File: config.mk
export PLATFORM = sky130hd
export DESIGN_NAME = ifu
export DESIGN_NICKNAME = d
export VERILOG_FILES = /design/src/rtl/ifu_pkg.sv /design/src/rtl/ifu_if_id_reg.sv /design/src/rtl/ifu.sv
export SDC_FILE = /design/constraint.sdc
export NUM_CORES = 1
export LEC_CHECK = 0
export BUFFER_PORTS_ARGS = -buffer_cell sky130_fd_sc_hd__buf_2
export CORE_MARGIN = 1.5
export CORE_UTILIZATION = 54
export CTS_BUF_LIST = sky130_fd_sc_hd__clkbuf_4
export DETAILED_ROUTE_END_ITERATION = 16
export PLACE_DENSITY = 0.83
export SLEW_MARGIN = 20
export SYNTH_ARGS = -nofsm -noshare
export SYNTH_HDL_FRONTEND = slang
export SYNTH_SLANG_ARGS = --single-unit
export TNS_END_PERCENT = 30
File: constraint.sdc
create_clock -name clk -period 2.7 [get_ports clk]
set_input_delay 0.135 -clock clk [delete_from_list [all_inputs] [get_ports clk]]
set_output_delay 0.135 -clock clk [all_outputs]
set_load 0.005 [all_outputs]
File: src/rtl/ifu_pkg.sv
// Shared types and constants for the instruction fetch unit.
package ifu_pkg;

    localparam int unsigned XLEN   = 64;
    localparam int unsigned INST_W = 32;

    localparam logic [XLEN-1:0] RESET_PC_DEFAULT = 64'h8000_0000;

    typedef enum logic [1:0] {
        S_REQ  = 2'd0,
        S_WAIT = 2'd1,
        S_DROP = 2'd2,
        S_SKID = 2'd3
    } ifu_state_e;

endpackage

File: src/rtl/ifu_if_id_reg.sv
// IF/ID pipeline register: load a new instruction, hold under stall, bubble on flush.
module if_id_reg
    import ifu_pkg::*;
(
    input  logic              clk,
    input  logic              rst,
    input  logic              load_i,
    input  logic              flush_i,
    input  logic              stall_i,
    input  logic [XLEN-1:0]   pc_i,
    input  logic [INST_W-1:0] inst_i,
    output logic              valid_o,
    output logic [XLEN-1:0]   pc_o,
    output logic [INST_W-1:0] inst_o
);

    logic              valid_q, valid_d;
    logic [XLEN-1:0]   pc_q, pc_d;
    logic [INST_W-1:0] inst_q, inst_d;

    always_comb begin
        valid_d = valid_q;
        pc_d    = pc_q;
        inst_d  = inst_q;
        if (flush_i) begin
            valid_d = 1'b0;
        end else if (load_i) begin
            valid_d = 1'b1;
            pc_d    = pc_i;
            inst_d  = inst_i;
        end else if (!valid_q || !stall_i) begin
            // downstream consumed the entry and nothing replaces it
            valid_d = 1'b0;
        end
    end

    always_ff @(posedge clk) begin
        if (rst) begin
            valid_q <= 1'b0;
            pc_q    <= '0;
            inst_q  <= '0;
        end else begin
            valid_q <= valid_d;
            pc_q    <= pc_d;
            inst_q  <= inst_d;
        end
    end

    assign valid_o = valid_q;
    assign pc_o    = pc_q;
    assign inst_o  = inst_q;

endmodule

File: src/rtl/ifu.sv
// Instruction fetch unit: one outstanding imem request, skid for stalled responses, redirect handling.
module ifu
    import ifu_pkg::*;
#(
    parameter logic [XLEN-1:0] RESET_PC = RESET_PC_DEFAULT
) (
    input  logic              clk,
    input  logic              rst,
    input  logic              pc_b_j,
    input  logic [XLEN-1:0]   dnpc,
    input  logic              if_id_stall,
    output logic              imem_req_valid,
    output logic [XLEN-1:0]   imem_req_addr,
    input  logic              imem_req_ready,
    input  logic              imem_resp_valid,
    input  logic [INST_W-1:0] imem_resp_data,
    output logic              if_id_valid,
    output logic [XLEN-1:0]   if_id_pc,
    output logic [INST_W-1:0] if_id_inst
);

    ifu_state_e        state_q, state_d;
    logic [XLEN-1:0]   pc_q, pc_d;
    logic [INST_W-1:0] skid_q, skid_d;

    logic              load_ok;
    logic              handshake;
    logic              ifid_load;
    logic [INST_W-1:0] ifid_inst;

    assign imem_req_valid = (state_q == S_REQ) && !rst;
    assign imem_req_addr  = pc_q;
    assign handshake      = imem_req_valid && imem_req_ready;
    assign load_ok        = !if_id_valid || !if_id_stall;

    always_comb begin
        state_d   = state_q;
        pc_d      = pc_q;
        skid_d    = skid_q;
        ifid_load = 1'b0;
        ifid_inst = imem_resp_data;
        unique case (state_q)
            S_REQ: begin
                if (pc_b_j) begin
                    pc_d = dnpc;
                    if (handshake) state_d = S_DROP;
                end else if (handshake) begin
                    state_d = S_WAIT;
                end
            end
            S_WAIT: begin
                if (pc_b_j) begin
                    pc_d    = dnpc;
                    state_d = imem_resp_valid ? S_REQ : S_DROP;
                end else if (imem_resp_valid) begin
                    if (load_ok) begin
                        ifid_load = 1'b1;
                        pc_d      = pc_q + 64'd4;
                        state_d   = S_REQ;
                    end else begin
                        skid_d  = imem_resp_data;
                        state_d = S_SKID;
                    end
                end
            end
            S_DROP: begin
                if (pc_b_j) pc_d = dnpc;
                if (imem_resp_valid) state_d = S_REQ;
            end
            S_SKID: begin
                if (pc_b_j) begin
                    pc_d    = dnpc;
                    state_d = S_REQ;
                end else if (load_ok) begin
                    ifid_load = 1'b1;
                    ifid_inst = skid_q;
                    pc_d      = pc_q + 64'd4;
                    state_d   = S_REQ;
                end
            end
            default: state_d = S_REQ;
        endcase
    end

    always_ff @(posedge clk) begin
        if (rst) begin
            state_q <= S_REQ;
            pc_q    <= RESET_PC;
            skid_q  <= '0;
        end else begin
            state_q <= state_d;
            pc_q    <= pc_d;
            skid_q  <= skid_d;
        end
    end

    if_id_reg u_if_id_reg (
        .clk     (clk),
        .rst     (rst),
        .load_i  (ifid_load),
        .flush_i (pc_b_j),
        .stall_i (if_id_stall),
        .pc_i    (pc_q),
        .inst_i  (ifid_inst),
        .valid_o (if_id_valid),
        .pc_o    (if_id_pc),
        .inst_o  (if_id_inst)
    );

endmodule

==> summary.md, run 1 <==
| Metric | Value |
|---|---|
| Maximum number of pins on one net before global-route repair | `95` |
| Main synth FF type | `dfxtp_1` |
| Clock transition at path regs | `0.15 ns` |
| XOR/XNOR Fraction of Synth Area | `0.5861%` |
| Data required, critical path | `3.15 ns` |
| R2r endpoint | `imem_req_addr[43]` |
| H-tree depth | `4` |
| DP Worst Slack | `0.3812 ns` |
| # fillers | `1,229` |
| Leak Pwr | `4.818 nW` |
| Seq/Total Area, Yosys | `43.54%` |
| CTS Buf Count | `17` |
| Largest area contributor in the netlist | `dfxtp_1` |
| PwrDens | `449.8 nW/um^2` |
| Die width | `131.9 um` |
| Min Tclk post-route | `2.545 ns` |
| Max Root-Sink Buffers | `2` |
| Area of the multi-input gates | `4687 um^2` |
| ANT nets after route | `0` |
| Gpl congestion | `0.9361` |
| Worst hold path type | `in -> reg` |
| Total GRT Usage | `34.01%` |
| Die area | `17,390 um^2` |
| Adder-Cell Fraction of Synth Area | `0.1395%` |
| Fin util | `73.39%` |
| Netlist cell types | `69` |
| Register-to-Register Path Depth | `7` |
| Max VDD drop | `334.6 uV` |
| Largest family of logic cells by synthesized area | `simple AND/OR/NAND/NOR gates` |
| Worst skew pair latency | `0.59 ns` |
| F_max | `0.3929 GHz` |
| Fin crit share | `94.27%` |
| Critical Path Fanout Max | `9` |
| Via/cell ratio | `5.897` |
| Type of origin of the critical path | `flop` |
| Synth top area share | `43.54%` |
| Initial antenna violation count | `2` |
| Rel. slew slack | `51.23%` |
| Via count | `10,080` |
| DRC | `0` |
| TritonCTS clock tree | `built` |
| Syn. warnings | `0` |
| Root Buffer | `clkbuf_4` |
| DRT Pass-1 Iters | `6` |
| P&R area growth vs syn | `31.44%` |
| Mux contribution to synthesized area | `4.493%` |
| Slew @ Worst Pin | `0.7315 ns` |
| Initial Utilization | `55.84%` |
| Hold slack | `0.03354 ns` |
| Global-route wire length before repair | `48.13 mm` |
| Die Y | `131.9 um` |
| Final HPWL DP | `19.83 mm` |
| Synth cell count leaders | `nand2_1, dfxtp_1, a21oi_1, nor2_1, clkbuf_1` |
| Final TNS setup | `0 ns` |
| IO Pins | `264` |
| Worst setup EP type | `flop` |
| Final setup margin | `0.1547 ns` |
| Mapped Area | `8966 um^2` |
| Largest cells by area after synthesis | `dfxtp_1, nand2_1, a21oi_1, mux2i_1, nor2_1` |
| Avg WL per Cell | `17.85 um` |
| Yosys reg bits | `195` |
| Final #Nets | `1,582` |
| Worst Setup SP | `imem_req_addr[12]` |
| Most numerous cell in the Yosys netlist | `nand2_1` |
| CP Class | `reg -> reg` |
| Final hold viol count | `0` |
| Setup violators final | `0` |
| PortBufs | `263` |
| Mapped Cells | `1,154` |
| Clk_skew | `0.02407 ns` |
| Status | `finished clean` |
| Row count | `46` |
| Setup slack, reg-to-reg | `0.15 ns` |
| Slew Limit Fails | `0` |
| Critical Path AT | `3.00 ns` |
| Simple-Gate Fraction of Synth Area | `26.37%` |
| Ys async rst share | `0%` |
| Unrepaired setup endpoints after global routing | `false` |
| Post-synth EDFFs | `0` |
| Register area | `3905 um^2` |
| Vias in the first global route | `9,340` |
| Mean Syn Cell Area | `7.770 um^2` |
| Final wirelength | `30.53 mm` |
| Clk sinks | `195` |
| DRT iter0 DRCs | `1,050` |
| Finished Layout Cells | `1,710` |
| Dpl cells | `1,574` |
| Worst setup endpoint | `imem_req_addr[43]` |
| Core area | `16,060 um^2` |
| Max-cap violation count | `0` |
| Net Count, Synth | `1,257` |
| Reg2reg start | `imem_req_addr[12]` |
| Compound-cell area share of the yosys netlist | `20.39%` |
| Grt total ovfl | `0` |
| Share of layout cells above drive strength 1 | `23.46%` |
==> layer usage <==
metal	vias up	share of wire [%]	track usage, %
li1	4772	-	-
met5	-	0.033	0
met1	4685	40	42.68
met2	547	47	55.91
met4	2	3.3	13.95
met3	78	9.1	8.612
==> where the power goes <==
part | leakage (nW) | internal [mW] | switching [mW] | total, mW
Sequential | 1.58 | 2.95 | 0.122 | 3.07
Combinational | 3.08 | 0.321 | 0.328 | 0.649
Clock | 0.150 | 0.569 | 1.01 | 1.58
Total | 4.82 | 3.84 | 1.46 | 5.30
==> worst min-delay path by stage <==
| stage | endpoint | slack, ns | cells after the start | startpoint |
|---|---|---|---|---|
| 2_1_floorplan | imem_req_addr[31] | 0.26 | 2 | dnpc[31] |
| 3_3_place_gp | imem_req_addr[0] | 0.37 | 3 | dnpc[0] |
| 3_5_place_dp | imem_req_addr[31] | 0.37 | 3 | dnpc[31] |
| 4_1_cts | imem_req_addr[13] | 0.007 | 4 | pc_b_j |
| 5_1_grt | imem_req_addr[0] | 0.03 | 2 | rst |
| 6_report | imem_req_addr[13] | 0.03 | 4 | pc_b_j |
==> placed cells by master (no fill, tap or decap), drive strengths merged, types with 4 or more instances in the layout <==
cell type and n:
buf 297, nand2 265, dfxtp 195, a21oi 136
dlygate4sd3 102, nor2 83, a211oi 41, nand3 40
mux2i 38, o21ai 35, nand4 30, nor3 26
a31oi 20, clkbuf 19, nor4 16, o211ai 15
or3 12, or4 9, inv 9, o31ai 8
clkinv 8, a22oi 7, and3 6, and4 6
xnor2 5, a311oi 5, nor2b 4
==> critical path, cell delays in order (launching register included) <==
cell and delay (ns):
dfxtp_1 0.52, nand4_2 0.26, nor4_4 0.43, and2_1 0.28
nand3b_1 0.11, a32oi_1 0.18, dlygate4sd3_1 0.57, a21oi_1 0.06
==> stage by stage <==
step           instance area, um^2  power [mW]
2_1_floorplan                 8966       3.372
3_3_place_gp                 10480       3.628
3_5_place_dp                 10480       3.638
4_1_cts                      11780       5.284
5_1_grt                      11790       5.490
6_report                     11790       5.301
==> logic make-up after synthesis <==
| family | count (synthesis) |
|---|---|
| DFF | 195 |
| buffers and inverters | 101 |
| xor gates and xnor gates | 6 |
| AOI/OAI and AO/OA | 298 |
| muxes | 40 |
| and+or+nand+nor | 513 |
| adders and majority gates | 1 |
==> repair_timing <==
item,in CTS,in global routing
endpoints found under the hold margin,130,0
setup buffers,0,0
gates resized for setup,0,1
setup endpoints to repair,0,1
hold buffers,102,0
==> flip-flops by register name, indices dropped and copies added, names as in the netlist <==
| name | count |
|---|---|
| imem_req_addr | 64 |
| u_if_id_reg.pc_o | 64 |
| skid_q | 32 |
| u_if_id_reg.inst_o | 32 |
| state_q | 2 |
| u_if_id_reg.valid_o | 1 |
==> area by class of cell <==
type                    instances  area share (%)
inverters                       8          0.2548
multi-input cells             858           39.77
flip-flops and latches        195           33.14
repair buffers                399           22.16
clock buffers                  19           1.210
clock inverters                13           1.136
diodes                          2         0.04247
well taps                     216           2.293
(Power assumes the default switching activity.)
==> inputs of run 2 (changes only) <==
--- a/config.mk
+++ b/config.mk
@@ -7,10 +7,11 @@
 export LEC_CHECK = 0
 export BUFFER_PORTS_ARGS = -buffer_cell sky130_fd_sc_hd__buf_2
 export CORE_MARGIN = 1.5
-export CORE_UTILIZATION = 54
-export CTS_BUF_LIST = sky130_fd_sc_hd__clkbuf_4
+export CORE_UTILIZATION = 52
+export CTS_BUF_LIST = sky130_fd_sc_hd__clkbuf_16
+export CTS_CLUSTER_SIZE = 24
 export DETAILED_ROUTE_END_ITERATION = 16
-export PLACE_DENSITY = 0.83
+export PLACE_DENSITY = 0.8
 export SLEW_MARGIN = 20
 export SYNTH_ARGS = -nofsm -noshare
 export SYNTH_HDL_FRONTEND = slang
==> run 2 against run 1 <==
Net effect: register-to-register slack better by 0.09 ns; sequential power hardly changed; cell area is 1.3% lower; clock power is 65% higher; total power is 18% higher; worst setup slack better by 0.094 ns; maximum frequency is 3.8% higher; clock skew is 0.017 ns lower; via count is 2.1% lower; critical path depth is 1 lower; routed wire length is 3.4% lower; largest cell class unchanged; combinational power is 8.5% lower.
==> summary.md, run 2 (synthesized netlist as in run 1, its figures left out) <==
| Metric | Value |
|---|---|
| Status | `finished clean` |
| PwrDens | `538.1 nW/um^2 (+20%)` |
| Most frequent cells in the layout | `nand2_1, buf_2, dfxtp_1` |
| ANT nets after route | `0 (unchanged)` |
| Critical Path Fanout Max | `8 (-1)` |
| Clk_skew | `0.007497 ns (-0.01657 ns)` |
| Finished Layout Cells | `1,666 (-2.6%)` |
| DRT Pass-1 Iters | `6 (unchanged)` |
| Final HPWL DP | `19.83 mm (about the same)` |
| Clock transition at path regs | `0.07 ns (-0.08 ns)` |
| TritonCTS clock tree | `built` |
| Final setup margin | `0.2489 ns (+0.09422 ns)` |
| Global-route wire length before repair | `46.23 mm (-3.9%)` |
| Unrepaired setup endpoints after global routing | `false` |
| Worst setup EP type | `flop` |
| Maximum number of pins on one net before global-route repair | `84 (-12%)` |
| DRC | `0 (unchanged)` |
| Worst skew pair latency | `0.44 ns (-0.15 ns)` |
| DP Worst Slack | `0.3775 ns (-0.003737 ns)` |
| Die width | `134.3 um (+1.9%)` |
| Crit-path cells | `nand3_2, nor3_2, nand3_1, or3_4, a2111oi_0, nor3_1` |
| Die Y | `134.3 um (+1.9%)` |
| Final wirelength | `29.51 mm (-3.4%)` |
| Clk sinks | `195 (unchanged)` |
| Critical Path AT | `2.76 ns (-0.24 ns)` |
| Grt total ovfl | `0 (unchanged)` |
| # diodes | `0 (-2)` |
| Slowest stage delay, CP | `0.56 ns (about the same)` |
| Gpl congestion | `0.9250 (-1.2%)` |
| # fillers | `1,373 (+12%)` |
| Commonest non-fill, non-tap cell in the layout | `nand2_1` |
| Slowest cell on crit path | `dfxtp_1` |
| Post-CTS setup buffers | `0 (unchanged)` |
| CP Class | `reg -> reg` |
| Via count | `9,872 (-2.1%)` |
| Avg WL per Cell | `17.71 um (-0.80%)` |
| Rel. slew slack | `57.38% (+6.2 points)` |
| Vias in the first global route | `9,112 (-2.4%)` |
| Type of origin of the critical path | `flop` |
| Data required, critical path | `3.01 ns (-0.14 ns)` |
| Initial antenna violation count | `1 (-1)` |
| Initial Utilization | `53.69% (-2.2 points)` |
| Leak Pwr | `4.770 nW (-1.0%)` |
| Final TNS setup | `0 ns (unchanged)` |
| Setup slack, reg-to-reg | `0.25 ns (+0.09 ns)` |
| Final #Nets | `1,536 (-2.9%)` |
| Dpl cells | `1,581 (+0.44%)` |
| Setup violators final | `0 (unchanged)` |
| Fin crit share | `90.78% (-3.5 points)` |
| CTS Buf Count | `17 (unchanged)` |
| IO Pins | `264 (unchanged)` |
| Root Buffer | `clkbuf_16` |
| DRT iter0 DRCs | `1,009 (-3.9%)` |
| Slew Limit Fails | `0 (unchanged)` |
| Final hold viol count | `0 (unchanged)` |
| Min Tclk post-route | `2.451 ns (-0.09422 ns)` |
| Via/cell ratio | `5.926 (+0.48%)` |
| Total GRT Usage | `31.93% (-2.1 points)` |
| P&R area growth vs syn | `29.78%` |
| Max VDD drop | `418.1 uV (+25%)` |
| Worst hold path type | `in -> reg` |
| H-tree depth | `4 (unchanged)` |
| Core area | `16,700 um^2 (+4.0%)` |
| Slew @ Worst Pin | `0.6392 ns (-0.09229 ns)` |
| Row count | `47 (+2.2%)` |
| F_max | `0.4080 GHz (+3.8%)` |
| Share of layout cells above drive strength 1 | `24.34% (+0.88 points)` |
| Max Root-Sink Buffers | `2 (unchanged)` |
| Die area | `18,040 um^2 (+3.8%)` |
| Max-cap violation count | `0 (unchanged)` |
| PortBufs | `263 (unchanged)` |
## run 2: layout make-up
| class | count | area, um^2 | share of cell area, % |
|---|---|---|---|
| Tap cell | 220 | 275.3 | 2.366 |
| Sequential cell | 195 | 3904 | 33.55 |
| Clock inverter | 15 | 171.4 | 1.473 |
| Inverter | 8 | 30.03 | 0.2581 |
| Timing Repair Buffer | 353 | 2143 | 18.42 |
| Clock buffer | 17 | 425.4 | 3.656 |
| Multi-Input combinational cell | 858 | 4687 | 40.28 |
## run 2: worst paths after layout
check,endpoint,from,depth (start not counted)
worst min register to register,u_if_id_reg.pc_o[9],u_if_id_reg.pc_o[9],2
worst max register to register,imem_req_addr[57],imem_req_addr[28],6
worst max-delay path,imem_req_addr[57],imem_req_addr[28],6
worst min-delay path,imem_req_addr[41],dnpc[41],3
## run 2: where the power goes
part / switching (mW) / internal [mW] / leakage (nW) / total [mW]
combinational: 0.317 / 0.277 / 2.89 / 0.594
sequential: 0.123 / 2.94 / 1.58 / 3.07
clock: 1.21 / 1.40 / 0.292 / 2.60
total: 1.65 / 4.62 / 4.77 / 6.26
## run 2: per-layer routing
layer,part of all wire [%],global-route usage [%],up-vias,routed length (um)
met5,0,0,-,0
met4,2.7,13.32,0,803
met3,9.4,7.785,66,2781
met2,47,52.31,495,13950
met1,41,40.23,4623,11980
li1,-,-,4688,-
## run 2: timing repair
| item | CTS | global route |
|---|---|---|
| hold endpoints to repair | 53 | 0 |
| resized for setup | 0 | 0 |
| hold buffers | 53 | 0 |
## run 2: metrics by stage
step           hold WS [ns]  cell area, um^2  util, %  power, mW
5_1_grt             0.02272            11640    69.67      6.439
3_3_place_gp         0.3600            10510    62.92      3.640
2_1_floorplan        0.2601             8966        -      3.372
6_report            0.01259            11640    69.67      6.261
4_1_cts           0.0007917            11640    69.67      6.259
3_5_place_dp         0.3698            10510    62.92      3.648
## run 2: critical path, delay by kind of cell, from the launching register on
| kind | cells | cell delay (ns) |
|---|---|---|
| and+or+nand+nor | 5 | 1.29 |
| AOI/OAI and AO/OA | 1 | 0.47 |
| DFF | 1 | 0.56 |
